File: config.mk
export PLATFORM = sky130hd
export DESIGN_NAME = pipe_stage_reg
export DESIGN_NICKNAME = d
export VERILOG_FILES = /design/src/rtl/pipe_pkg.sv /design/src/rtl/pipe_skid_slot.sv /design/src/rtl/pipe_stage_reg.sv
export SDC_FILE = /design/constraint.sdc
export NUM_CORES = 1
export LEC_CHECK = 0
export ABC_AREA = 1
export CAP_MARGIN = 20
export CORE_MARGIN = 2
export CORE_UTILIZATION = 47
export DETAILED_ROUTE_END_ITERATION = 10
export GPL_TIMING_DRIVEN = 0
export HOLD_SLACK_MARGIN = 0.15
export PLACE_DENSITY = 0.87
export SKIP_CTS_REPAIR_TIMING = 1
export SYNTH_ARGS = -nofsm -noshare
export SYNTH_HDL_FRONTEND = slang
export SYNTH_SLANG_ARGS = --single-unit
File: constraint.sdc
create_clock -name clk -period 1.55 [get_ports clk]
set_input_delay 0.31 -clock clk [delete_from_list [all_inputs] [get_ports clk]]
set_output_delay 0.31 -clock clk [all_outputs]
set_load 0.02 [all_outputs]
File: src/rtl/pipe_pkg.sv
// rtl/pipe_pkg.sv - shared types and sizing constants for the pipeline stage register
package pipe_pkg;

    localparam int MAX_DEPTH = 4;
    localparam int DATA_W_DEF = 27;
    // Wide enough to hold 2*MAX_DEPTH entries.
    localparam int OCC_W = $clog2(2 * MAX_DEPTH + 1);
    localparam int STALL_W = 16;

    typedef struct packed {
        logic [7:0] data1;
        logic [7:0] alu_reg;
        logic       write_reg;
        logic [2:0] reg1;
        logic [2:0] reg2;
        logic [3:0] opcode;
        logic [2:0] imm;
    } mem_wb_t;

endpackage

File: src/rtl/pipe_skid_slot.sv
// rtl/pipe_skid_slot.sv - one main+skid entry with valid/ready on both sides
module pipe_skid_slot
    import pipe_pkg::*;
#(
    parameter int DATA_W = DATA_W_DEF
) (
    input  logic              clk,
    input  logic              rst_n,
    input  logic              flush,
    input  logic              in_valid,
    output logic              in_ready,
    input  logic [DATA_W-1:0] in_data,
    output logic              out_valid,
    input  logic              out_ready,
    output logic [DATA_W-1:0] out_data,
    output logic [1:0]        count
);

    logic              main_valid;
    logic              skid_valid;
    logic [DATA_W-1:0] main_data;
    logic [DATA_W-1:0] skid_data;
    logic              accept;
    logic              drain;

    // in_ready depends only on registered state, never on out_ready.
    assign in_ready  = ~skid_valid;
    assign out_valid = main_valid;
    assign out_data  = main_data;
    assign count     = {1'b0, main_valid} + {1'b0, skid_valid};
    assign accept    = in_valid & in_ready;
    assign drain     = main_valid & out_ready;

    always_ff @(posedge clk) begin
        if (!rst_n) begin
            main_valid <= 1'b0;
            skid_valid <= 1'b0;
            main_data  <= '0;
            skid_data  <= '0;
        end else if (flush) begin
            main_valid <= 1'b0;
            skid_valid <= 1'b0;
        end else if (skid_valid) begin
            if (drain) begin
                main_data  <= skid_data;
                skid_valid <= 1'b0;
            end
        end else if (accept) begin
            if (!main_valid || drain) begin
                main_data  <= in_data;
                main_valid <= 1'b1;
            end else begin
                skid_data  <= in_data;
                skid_valid <= 1'b1;
            end
        end else if (drain) begin
            main_valid <= 1'b0;
        end
    end

endmodule

File: src/rtl/pipe_stage_reg.sv
// rtl/pipe_stage_reg.sv - DEPTH chained skid slots; PIPE_STALL_CNT_EN enables the stall counter
module pipe_stage_reg
    import pipe_pkg::*;
#(
    parameter int DATA_W = DATA_W_DEF,
    parameter int DEPTH  = 1
) (
    input  logic               clk,
    input  logic               rst_n,
    input  logic               flush_i,
    input  logic               in_valid,
    output logic               in_ready,
    input  logic [DATA_W-1:0]  in_data,
    output logic               out_valid,
    input  logic               out_ready,
    output logic [DATA_W-1:0]  out_data,
    output logic [OCC_W-1:0]   occupancy,
    output logic [STALL_W-1:0] stall_cnt
);

    logic              link_valid [DEPTH+1];
    logic              link_ready [DEPTH+1];
    logic [DATA_W-1:0] link_data  [DEPTH+1];
    logic [1:0]        slot_cnt   [DEPTH];

    assign link_valid[0]     = in_valid;
    assign link_data[0]      = in_data;
    assign in_ready          = link_ready[0];
    assign out_valid         = link_valid[DEPTH];
    assign out_data          = link_data[DEPTH];
    assign link_ready[DEPTH] = out_ready;

    for (genvar i = 0; i < DEPTH; i++) begin : g_slot
        pipe_skid_slot #(.DATA_W(DATA_W)) u_slot (
            .clk       (clk),
            .rst_n     (rst_n),
            .flush     (flush_i),
            .in_valid  (link_valid[i]),
            .in_ready  (link_ready[i]),
            .in_data   (link_data[i]),
            .out_valid (link_valid[i+1]),
            .out_ready (link_ready[i+1]),
            .out_data  (link_data[i+1]),
            .count     (slot_cnt[i])
        );
    end

    always_comb begin
        occupancy = '0;
        for (int i = 0; i < DEPTH; i++) begin
            occupancy = occupancy + OCC_W'(slot_cnt[i]);
        end
    end

`ifdef PIPE_STALL_CNT_EN
    logic [STALL_W-1:0] stall_q;

    // Saturating; only reset clears it so flushes do not hide past backpressure.
    always_ff @(posedge clk) begin
        if (!rst_n) begin
            stall_q <= '0;
        end else if (out_valid && !out_ready && !(&stall_q)) begin
            stall_q <= stall_q + 1'b1;
        end
    end

    assign stall_cnt = stall_q;
`else
    assign stall_cnt = '0;
`endif

endmodule
==> qor.yml, run 1 <==
sequential_cell_area_fraction_in_the_yosys_report_pct: 40.9
unrepaired_setup_endpoints_after_global_routing: "true"
synth_most_common_cell: "sky130_fd_sc_hd__nor2_1"
grt_pass1_vias: 2397
outcome: "complete, but fails checks"
setup_violations: 1
die_height_microns: 80.4
critical_path_buf_inv_count: 3
path_clk_slew_ns: 0.10
layout-area-overhead-vs-synth_pct: 35.3
synth.yosys.warnings: 0
layout_setup_ws_ns: -0.00473
clock_power_share_pct: 32.7
switching_share_pct: 25.8
min_path_type: "in -> reg"
max-vdd-ir-drop_mv: 0.516
finalWeightedCongestion: 0.812
synthArstFlopShare_pct: 0
die-width_microns: 80.4
cellLeakagePower_nw: 2.05
fp-row-count: 27
fmaxAchievable_mhz: 643
synth_top_family_by_area: "simple AND/OR/NAND/NOR gates"
viasPerCell: 4.74
route.antenna.remaining_nets: 0
grt_antenna_before_repair: 0
synth_cell_count_leaders: "108 x sky130_fd_sc_hd__nor2_1, 88 x sky130_fd_sc_hd__nand2_1, 56 x sky130_fd_sc_hd__dfxtp_1"
clock_tree.buffer_depth: 2
synth.top_cell.area_share_pct: 40.9
worstSkewPairLatency_ns: 0.31
post_drt_wl_per_cell_microns: 11.5
postRouteWirelength_microns: 6340
initialDrtViolationCount: 210
dp_hpwl_microns: 4620
cts_inserted_buffers: 5
share_comb_of_total_power_pct: 19.1
failed_checks: "negative setup slack"
post_synth_fa_ha_maj_area_fraction_pct: 0.456
finish.net_count: 511
compound_gate_portion_of_the_synthesized_area_pct: 6.16
drc: 0
drive_gt1_share_pct: 11.7
grt_pass1_wl_microns: 10300
primary_ff_master_synth: "sky130_fd_sc_hd__dfxtp_1"
timing.critical_path.cells: "inv_2 > buf_2 > clkbuf_2"
synth_cell_type_count: 24
clk_root_buffer_cell: "sky130_fd_sc_hd__clkbuf_8"
top_level_port_count: 81
antenna_cells_inserted: 0
critical-path-max-stage-delay_ns: 0.39
synth.mux.area_fraction_pct: 0
max_cap_violations: 0
finalPower_mw: 3.17
fin_crit_ns: 1.55
synthesis.instances: 393
critical_path_class: "reg -> out"
cpLargestDelayFamily: "buffers and inverters"
dp.cells: 543
synth.cell_area_sq_um: 2740
timing.critical_path.fanout_max: 10
globalRoute.totalOverflow: 0
post_synth_main_area_contributors: "sky130_fd_sc_hd__dfxtp_1 41%, sky130_fd_sc_hd__nor2_1 15%, sky130_fd_sc_hd__nand2_1 12%"
post-route-period-util_pct: 100
fillCellCount: 476
clock_sink_count: 56
crit_required_ns: 1.24
synth-xor-area-share_pct: 0
synth-edff-count: 0
cp-end-kind: "output port"
core_area_sq_um: 5570
place_ws_ns: -0.267
sequentialPowerShare_pct: 48.2
synthSimpleGateAreaFrac_pct: 40.4
netlist.top_cell.by_area: "sky130_fd_sc_hd__dfxtp_1"
firstDrtPassIters: 4
critPathLaunchType: "flip-flop"
p_int_mw: 2.36
fin_cells: 551
grt_start_max_net_pins: 17
floorplan.initialDensity_pct: 49.2
crit_arrival_ns: 1.24
yosys_register_bits: 56
finalHoldViolCount: 0
buffer_ports.inserted: 61
timing.clock.skew_ns: 0.0118
tritoncts_clock_tree: "done"
count_of_final_max_slew_check_failures: 0
critPathSlowestCell: "sky130_fd_sc_hd__dfxtp_2"
routed-via-count: 2612
ff2ff_setup_slack_ns: 0.17
p_switching_mw: 0.818
globalRouteTotalUtil_pct: 20.1
power_density_nw_per_um2: 856
cts_htree_levels: 2
fp.dieArea_sq_um: 6460
synthesis.area_per_instance_sq_um: 6.98
per-layer routing:
metal,global-route usage [%],up-vias,wire (microns)
met3,4.38,17,395
met2,34.2,82,3070
li1,-,1356,-
met5,0,-,0
met1,24.5,1157,2710
met4,8.47,0,163
worst reg2reg max path: stages, from the launching register on:
cell                      delay [ns]
sky130_fd_sc_hd__dfxtp_2        0.39
sky130_fd_sc_hd__buf_6          0.17
sky130_fd_sc_hd__a21oi_4        0.28
sky130_fd_sc_hd__buf_4          0.24
sky130_fd_sc_hd__nand3_1        0.09
sky130_fd_sc_hd__nand2_1        0.07
sky130_fd_sc_hd__nor2_1         0.04
final timing paths:
check        cells past startpoint                                         to                                      start
min                              3     g_slot[0].u_slot.skid_valid$_SDFF_PP0_                                      rst_n
max reg2reg                      6  g_slot[0].u_slot.out_data[2]$_SDFFE_PN0P_     g_slot[0].u_slot.skid_valid$_SDFF_PP0_
min reg2reg                      2  g_slot[0].u_slot.out_data[9]$_SDFFE_PN0P_  g_slot[0].u_slot.out_data[9]$_SDFFE_PN0P_
max                              3                                   in_ready     g_slot[0].u_slot.skid_valid$_SDFF_PP0_
registers in the layout, indices dropped and copies added (netlist names):
signal / flops
g_slot.u_slot.out_data: 27
g_slot.u_slot.out_valid: 1
g_slot.u_slot.skid_data: 27
g_slot.u_slot.skid_valid: 1
area by class of cell:
| class | instances | area, sq um | share of cell area (%) |
|---|---|---|---|
| clock inverter | 1 | 30.0 | 0.809 |
| tap | 72 | 90.1 | 2.43 |
| sequential | 56 | 1120 | 30.3 |
| buffer | 40 | 299 | 8.06 |
| timing repair buffer | 61 | 681 | 18.3 |
| clock buffer | 7 | 96.3 | 2.60 |
| inverter | 7 | 28.8 | 0.776 |
| multi-input combinational | 307 | 1360 | 36.7 |
through the flow:
stage / setup TNS [ns] / util [%] / area [sq um] / hold slack, ns
floorplan: 0 / - / 2810 / 0.454
finish: -0.00473 / 66.6 / 3710 / 0.444
global placement: -6.83 / 62.9 / 3510 / 0.462
detailed placement: -9.02 / 62.9 / 3510 / 0.472
global route: -0.0583 / 66.6 / 3710 / 0.452
CTS: -2.06 / 65.2 / 3630 / 0.446
power by group through the flow:
stage | sequential, mW | clock (mW) | combinational (mW)
after floorplan | 1.62 | 0 | 0.311
after global placement | 1.56 | 0 | 0.602
after detailed placement | 1.57 | 0 | 0.612
after CTS | 1.53 | 1.05 | 0.616
after global routing | 1.54 | 1.10 | 0.663
final | 1.53 | 1.04 | 0.607
cell families (layout without fill, tap and decap cells):
logic type | after synthesis | in the layout
and+or+nand+nor | 257 | 257
DFF | 56 | 56
buffers and inverters | 47 | 116
AOI/OAI and AO/OA | 31 | 31
adders and majority gates | 1 | 1
other | 1 | 18
cell usage in the layout (no fill, tap or decap), drive strengths merged:
cell,count
clkbuf,11
bufinv,1
and2,27
o21ai,27
dlymetal6s2s,30
a21o,1
dfxtp,56
nand3,29
nor2,110
a21oi,3
nand2,91
conb,18
ha,1
clkdlybuf4s50,30
buf,37
inv,7
(Power assumes the default switching activity.)
==> inputs of run 2 (changes only) <==
Settings changed: CORE_UTILIZATION 47 to 30, PLACE_DENSITY 0.87 to 0.62.
==> qor.yml, run 2 (synthesis results as in run 1) <==
outcome: "finished, final reports clean"
rr_endpoint: "g_slot[0].u_slot.out_data[23]$_SDFFE_PN0P_"
postRouteWirelength_microns: 6600  # +4.0%
clock_tree.buffer_depth: 2  # unchanged
fmaxAchievable_mhz: 663  # +3.2%
dp_hpwl_microns: 4790  # +3.9%
buffer_ports.inserted: 61  # unchanged
routed-via-count: 2533  # -3.0%
floorplan.initialDensity_pct: 31.1  # -18 points
grt_pass1_vias: 2285  # -4.7%
globalRoute.totalOverflow: 0  # unchanged
cts_htree_levels: 2  # unchanged
crit_required_ns: 1.24  # about the same
grt_start_max_net_pins: 17  # unchanged
core_area_sq_um: 8810  # +58%
clock_sink_count: 56  # unchanged
dp.cells: 579  # +6.6%
fp-row-count: 34  # +26%
p_switching_mw: 0.819  # +0.20%
timing.hold.worst_path_depth: 3  # unchanged
cts_inserted_buffers: 5  # unchanged
finish.net_count: 511  # unchanged
final_cell_mix: "108 x sky130_fd_sc_hd__nor2_1, 88 x sky130_fd_sc_hd__nand2_1, 54 x sky130_fd_sc_hd__dfxtp_1, 30 x sky130_fd_sc_hd__clkdlybuf4s50_1, 30 x sky130_fd_sc_hd__dlymetal6s2s_1"
ff2ff_setup_slack_ns: 0.15  # -0.02 ns
max-vdd-ir-drop_mv: 0.380  # -26%
initialDrtViolationCount: 111  # -47%
finalWeightedCongestion: 0.791  # -2.7%
grt_antenna_before_repair: 0  # unchanged
drc: 0  # unchanged
die-width_microns: 99.6  # +24%
tightest_pin_transition_ns: 0.510
critPathLaunchType: "flip-flop"
count_of_final_max_slew_check_failures: 0  # unchanged
hold_start: "rst_n"
slew-limit-headroom_pct: 66.0
sequentialPowerShare_pct: 51.5  # +3.3 points
post_drt_wl_per_cell_microns: 11.2  # -2.4%
drive_gt1_share_pct: 11.5  # -0.21 points
finalHoldViolCount: 0  # unchanged
cp-end-kind: "output port"
share_comb_of_total_power_pct: 20.4  # +1.3 points
clk_root_buffer_cell: "sky130_fd_sc_hd__clkbuf_8"
setup_violations: 0  # -1
timing.critical_path.cells: "ha_1 > dlymetal6s2s_1"
critical_path_buf_inv_count: 1  # -2
fin_cells: 587  # +6.5%
switching_share_pct: 27.6  # +1.8 points
tritoncts_clock_tree: "done"
worstSkewPairLatency_ns: 0.30  # about the same
cpLargestDelayFamily: "flip-flops"
critical_path_class: "reg -> out"
max_cap_violations: 0  # unchanged
clock_power_share_pct: 28.1  # -4.6 points
die_height_microns: 99.6  # +24%
viasPerCell: 4.32  # -9.0%
post-route-util_pct: 42.2  # -24 points
p_int_mw: 2.15  # -8.8%
critical-path-max-stage-delay_ns: 0.43  # +0.04 ns
layout-area-overhead-vs-synth_pct: 35.7
crit_arrival_ns: 1.20  # -0.04 ns
rr_startpoint: "g_slot[0].u_slot.skid_valid$_SDFF_PP0_"
cellLeakagePower_nw: 2.03  # -0.95%
post-route-period-util_pct: 97.2  # -3.1 points
fin_crit_ns: 1.51  # -0.0475 ns
mostFrequentLayoutCell: "sky130_fd_sc_hd__nor2_1"
fp.dieArea_sq_um: 9920  # +54%
antenna_cells_inserted: 0  # unchanged
timing.critical_path.fanout_max: 6  # -4
top_level_port_count: 81  # unchanged
path_clk_slew_ns: 0.10  # about the same
power_density_nw_per_um2: 798  # -6.7%
globalRouteTotalUtil_pct: 13.3  # -6.8 points
worstRegToRegCells: 6  # unchanged
min_path_type: "in -> reg"
critPathSlowestCell: "sky130_fd_sc_hd__dfxtp_2"
hold_path_end: "g_slot[0].u_slot.skid_data[25]$_SDFFE_PN0P_"
firstDrtPassIters: 4  # unchanged
hold-worst-slack_ns: 0.481  # +0.0369 ns
cp_num_cells: 2  # -1
grt_pass1_wl_microns: 10600  # +3.1%
timing.clock.skew_ns: 0.00692  # -0.00492 ns
route.antenna.remaining_nets: 0  # unchanged
-- run 2: cell types whose count changed in the layout (fill, tap and decap cells not counted) --
| cell | before | now |
|---|---|---|
| sky130_fd_sc_hd__buf_2 | 5 | 4 |
| sky130_fd_sc_hd__buf_4 | 22 | 23 |
| sky130_fd_sc_hd__bufinv_16 | 1 | 0 |
| sky130_fd_sc_hd__clkbuf_1 | 3 | 4 |
| sky130_fd_sc_hd__clkbuf_8 | 7 | 6 |
| sky130_fd_sc_hd__clkinvlp_4 | 0 | 1 |
| sky130_fd_sc_hd__nor2_2 | 0 | 1 |
| sky130_fd_sc_hd__nor2_4 | 1 | 0 |
-- run 2: cell type report --
class / instances / area, sq um
repair buffers: 61 / 681
fillers: 917 / 5090
flip-flops and latches: 56 / 1120
well taps: 108 / 135
clock inverters: 1 / 7.51
inverters: 7 / 28.8
plain buffers: 40 / 302
clock buffers: 7 / 86.3
multi-input cells: 307 / 1360
-- run 2: through the flow --
step	area, sq um	setup slack, ns	total power, mW	setup TNS [ns]
6_report	3720	0.0428	2.97	0
5_1_grt	3720	-0.000610	3.13	-0.000610
4_1_cts	3640	-0.475	3.03	-2.23
3_5_place_dp	3550	-0.228	2.18	-8.55
3_3_place_gp	3550	-0.213	2.18	-7.41
2_1_floorplan	2810	0.220	1.94	0
-- run 2: worst max path at each step --
stage | startpoint | endpoint | slack (ns)
floorplan | g_slot[0].u_slot.out_valid$_SDFFE_PP0P_ | g_slot[0].u_slot.out_data[0]$_SDFFE_PN0P_ | 0.22
CTS | g_slot[0].u_slot.skid_valid$_SDFF_PP0_ | in_ready | -0.48
global route | g_slot[0].u_slot.skid_valid$_SDFF_PP0_ | occupancy[0] | -0.0006
finish | g_slot[0].u_slot.skid_valid$_SDFF_PP0_ | occupancy[0] | 0.04
detailed placement | out_ready | g_slot[0].u_slot.out_data[23]$_SDFFE_PN0P_ | -0.23
global placement | out_ready | g_slot[0].u_slot.out_data[23]$_SDFFE_PN0P_ | -0.21
-- run 2: worst register-to-register path, stage by stage, from the launching register on --
cell	delay, ns
sky130_fd_sc_hd__dfxtp_2	0.38
sky130_fd_sc_hd__buf_6	0.16
sky130_fd_sc_hd__a21oi_4	0.31
sky130_fd_sc_hd__buf_4	0.24
sky130_fd_sc_hd__nand3_1	0.11
sky130_fd_sc_hd__nand2_1	0.07
sky130_fd_sc_hd__nor2_1	0.04
-- run 2: routing by layer --
| metal | up-vias | track usage (%) | part of all wire [%] |
|---|---|---|---|
| li1 | 1352 | - | - |
| met1 | 1103 | 17.8 | 48 |
| met2 | 72 | 21.4 | 45 |
| met3 | 6 | 3.37 | 6.8 |
| met4 | 0 | 3.48 | 0.64 |
| met5 | - | 0 | 0 |
-- run 2: power groups by stage --
stage	clock network, mW	registers [mW]	logic, mW
detailed placement	0	1.56	0.619
global placement	0	1.56	0.614
floorplan	0	1.62	0.311
finish	0.835	1.53	0.606
CTS	0.873	1.53	0.621
global route	0.928	1.54	0.666
==> inputs of run 3 (changes only) <==
Settings changed: CELL_PAD_IN_SITES_DETAIL_PLACEMENT set to 0, CELL_PAD_IN_SITES_GLOBAL_PLACEMENT set to 1, PLACE_DENSITY 0.62 to 0.81.
==> qor.yml, run 3 (synthesis results as in run 1) <==
power_density_nw_per_um2: 781  # -2.2%
min_path_type: "in -> reg"
worstSkewPairLatency_ns: 0.31  # about the same
antenna_cells_inserted: 0  # unchanged
cts_htree_levels: 2  # unchanged
viasPerCell: 4.33  # +0.45%
fin_crit_ns: 1.49  # -0.0173 ns
core_area_sq_um: 8810  # unchanged
crit_arrival_ns: 1.18  # -0.02 ns
layout_setup_ws_ns: 0.0601  # +0.0173 ns
cts_inserted_buffers: 5  # unchanged
max_cap_violations: 0  # unchanged
globalRoute.totalOverflow: 0  # unchanged
count_of_final_max_slew_check_failures: 0  # unchanged
tns_ns: 0  # unchanged
cellLeakagePower_nw: 2.04  # +0.35%
clk_root_buffer_cell: "sky130_fd_sc_hd__clkbuf_8"
drc: 0  # unchanged
tritoncts_clock_tree: "done"
drive_gt1_share_pct: 12.1  # +0.58 points
die-width_microns: 99.6  # unchanged
path_clk_slew_ns: 0.10  # about the same
grt_antenna_before_repair: 0  # unchanged
global_route.usage.met1_pct: 17.9  # +0.020 points
mostFrequentLayoutCell: "sky130_fd_sc_hd__nor2_1"
dp_hpwl_microns: 4880  # +1.7%
clock_sink_count: 56  # unchanged
critical_path_class: "reg -> out"
buffer_ports.inserted: 61  # unchanged
grt_pass1_vias: 2399  # +5.0%
fp-row-count: 34  # unchanged
grt_start_max_net_pins: 17  # unchanged
timing.clock.skew_ns: 0.00678  # -0.000149 ns
floorplan.initialDensity_pct: 31.1  # unchanged
finish.net_count: 514  # +0.59%
initialDrtViolationCount: 82  # -26%
top_level_port_count: 81  # unchanged
globalRouteTotalUtil_pct: 14.0  # +0.70 points
die_height_microns: 99.6  # unchanged
place_ws_ns: -0.280  # -0.0523 ns
grt_pass1_wl_microns: 11200  # +4.7%
postRouteWirelength_microns: 6640  # +0.61%
cp-end-kind: "output port"
met2_usage_pct: 23.2  # +1.8 points
fmaxAchievable_mhz: 671  # +1.2%
critPathLaunchType: "flip-flop"
routed-via-count: 2553  # +0.79%
outcome: "finished, final reports clean"
crit_required_ns: 1.24  # about the same
max-vdd-ir-drop_mv: 0.364  # -4.4%
post_drt_wl_per_cell_microns: 11.3  # +0.26%
clock_tree.buffer_depth: 2  # unchanged
timing.critical_path.fanout_max: 10  # +4
grt_busiest_layer: "met2"
layout-area-overhead-vs-synth_pct: 36.1
finalPower_mw: 2.92  # -1.8%
final_cell_mix: "108 x sky130_fd_sc_hd__nor2_1, 88 x sky130_fd_sc_hd__nand2_1, 54 x sky130_fd_sc_hd__dfxtp_1, 30 x sky130_fd_sc_hd__clkdlybuf4s50_1, 30 x sky130_fd_sc_hd__dlymetal6s2s_1"
finalHoldViolCount: 0  # unchanged
route.antenna.remaining_nets: 0  # unchanged
firstDrtPassIters: 4  # unchanged
setup_violations: 0  # unchanged
post-route-period-util_pct: 96.1  # -1.1 points
fp.dieArea_sq_um: 9920  # unchanged
finalWeightedCongestion: 0.772  # -2.4%
grt.met3_usage_pct: 3.09  # -0.28 points
## run 3: through the flow
step           instance area (sq um)  utilization (%)  hold WS [ns]  cells
6_report                        3730             42.4         0.452    589
5_1_grt                         3730             42.4         0.497    589
4_1_cts                         3630             41.2         0.461    586
3_5_place_dp                    3550             40.3         0.472    579
3_3_place_gp                    3550             40.3         0.462    579
2_1_floorplan                   2810                -         0.454    410
## run 3: per-layer routing
metal	part of all wire, %	vias up
li1	-	1357
met1	48	1126
met2	45	61
met3	5.3	9
met4	1.7	0
met5	0	-
## run 3: area by class of cell
cell class	instances	area, sq um
Fill cell	927	5070
Multi-Input combinational cell	307	1360
Sequential cell	56	1130
Timing Repair Buffer	64	703
Buffer	40	302
Tap cell	108	135
Clock buffer	5	68.8
Inverter	7	28.8
Clock inverter	2	12.5
## run 3: final timing paths
check | start | cells past startpoint | end | slack, ns
setup reg to reg | g_slot[0].u_slot.skid_valid$_SDFF_PP0_ | 6 | g_slot[0].u_slot.out_data[1]$_SDFFE_PN0P_ | 0.18
hold reg to reg | g_slot[0].u_slot.out_data[8]$_SDFFE_PN0P_ | 2 | g_slot[0].u_slot.out_data[8]$_SDFFE_PN0P_ | 0.49
hold / removal | rst_n | 3 | g_slot[0].u_slot.skid_data[25]$_SDFFE_PN0P_ | 0.45
setup / recovery | g_slot[0].u_slot.skid_valid$_SDFF_PP0_ | 3 | in_ready | 0.06
## run 3: worst max-delay path, cell delays in order, from the launching register on
cell,delay (ns)
sky130_fd_sc_hd__dfxtp_4,0.38
sky130_fd_sc_hd__inv_2,0.08
sky130_fd_sc_hd__clkbuf_4,0.22
sky130_fd_sc_hd__buf_2,0.19
## run 3: power breakdown
part           leakage, nW  switching [mW]  internal [mW]  total (mW)
clock               0.0400           0.474          0.308       0.782
sequential           0.458          0.0297           1.50        1.53
combinational         1.54           0.319          0.287       0.606
total                 2.04           0.823           2.09        2.92
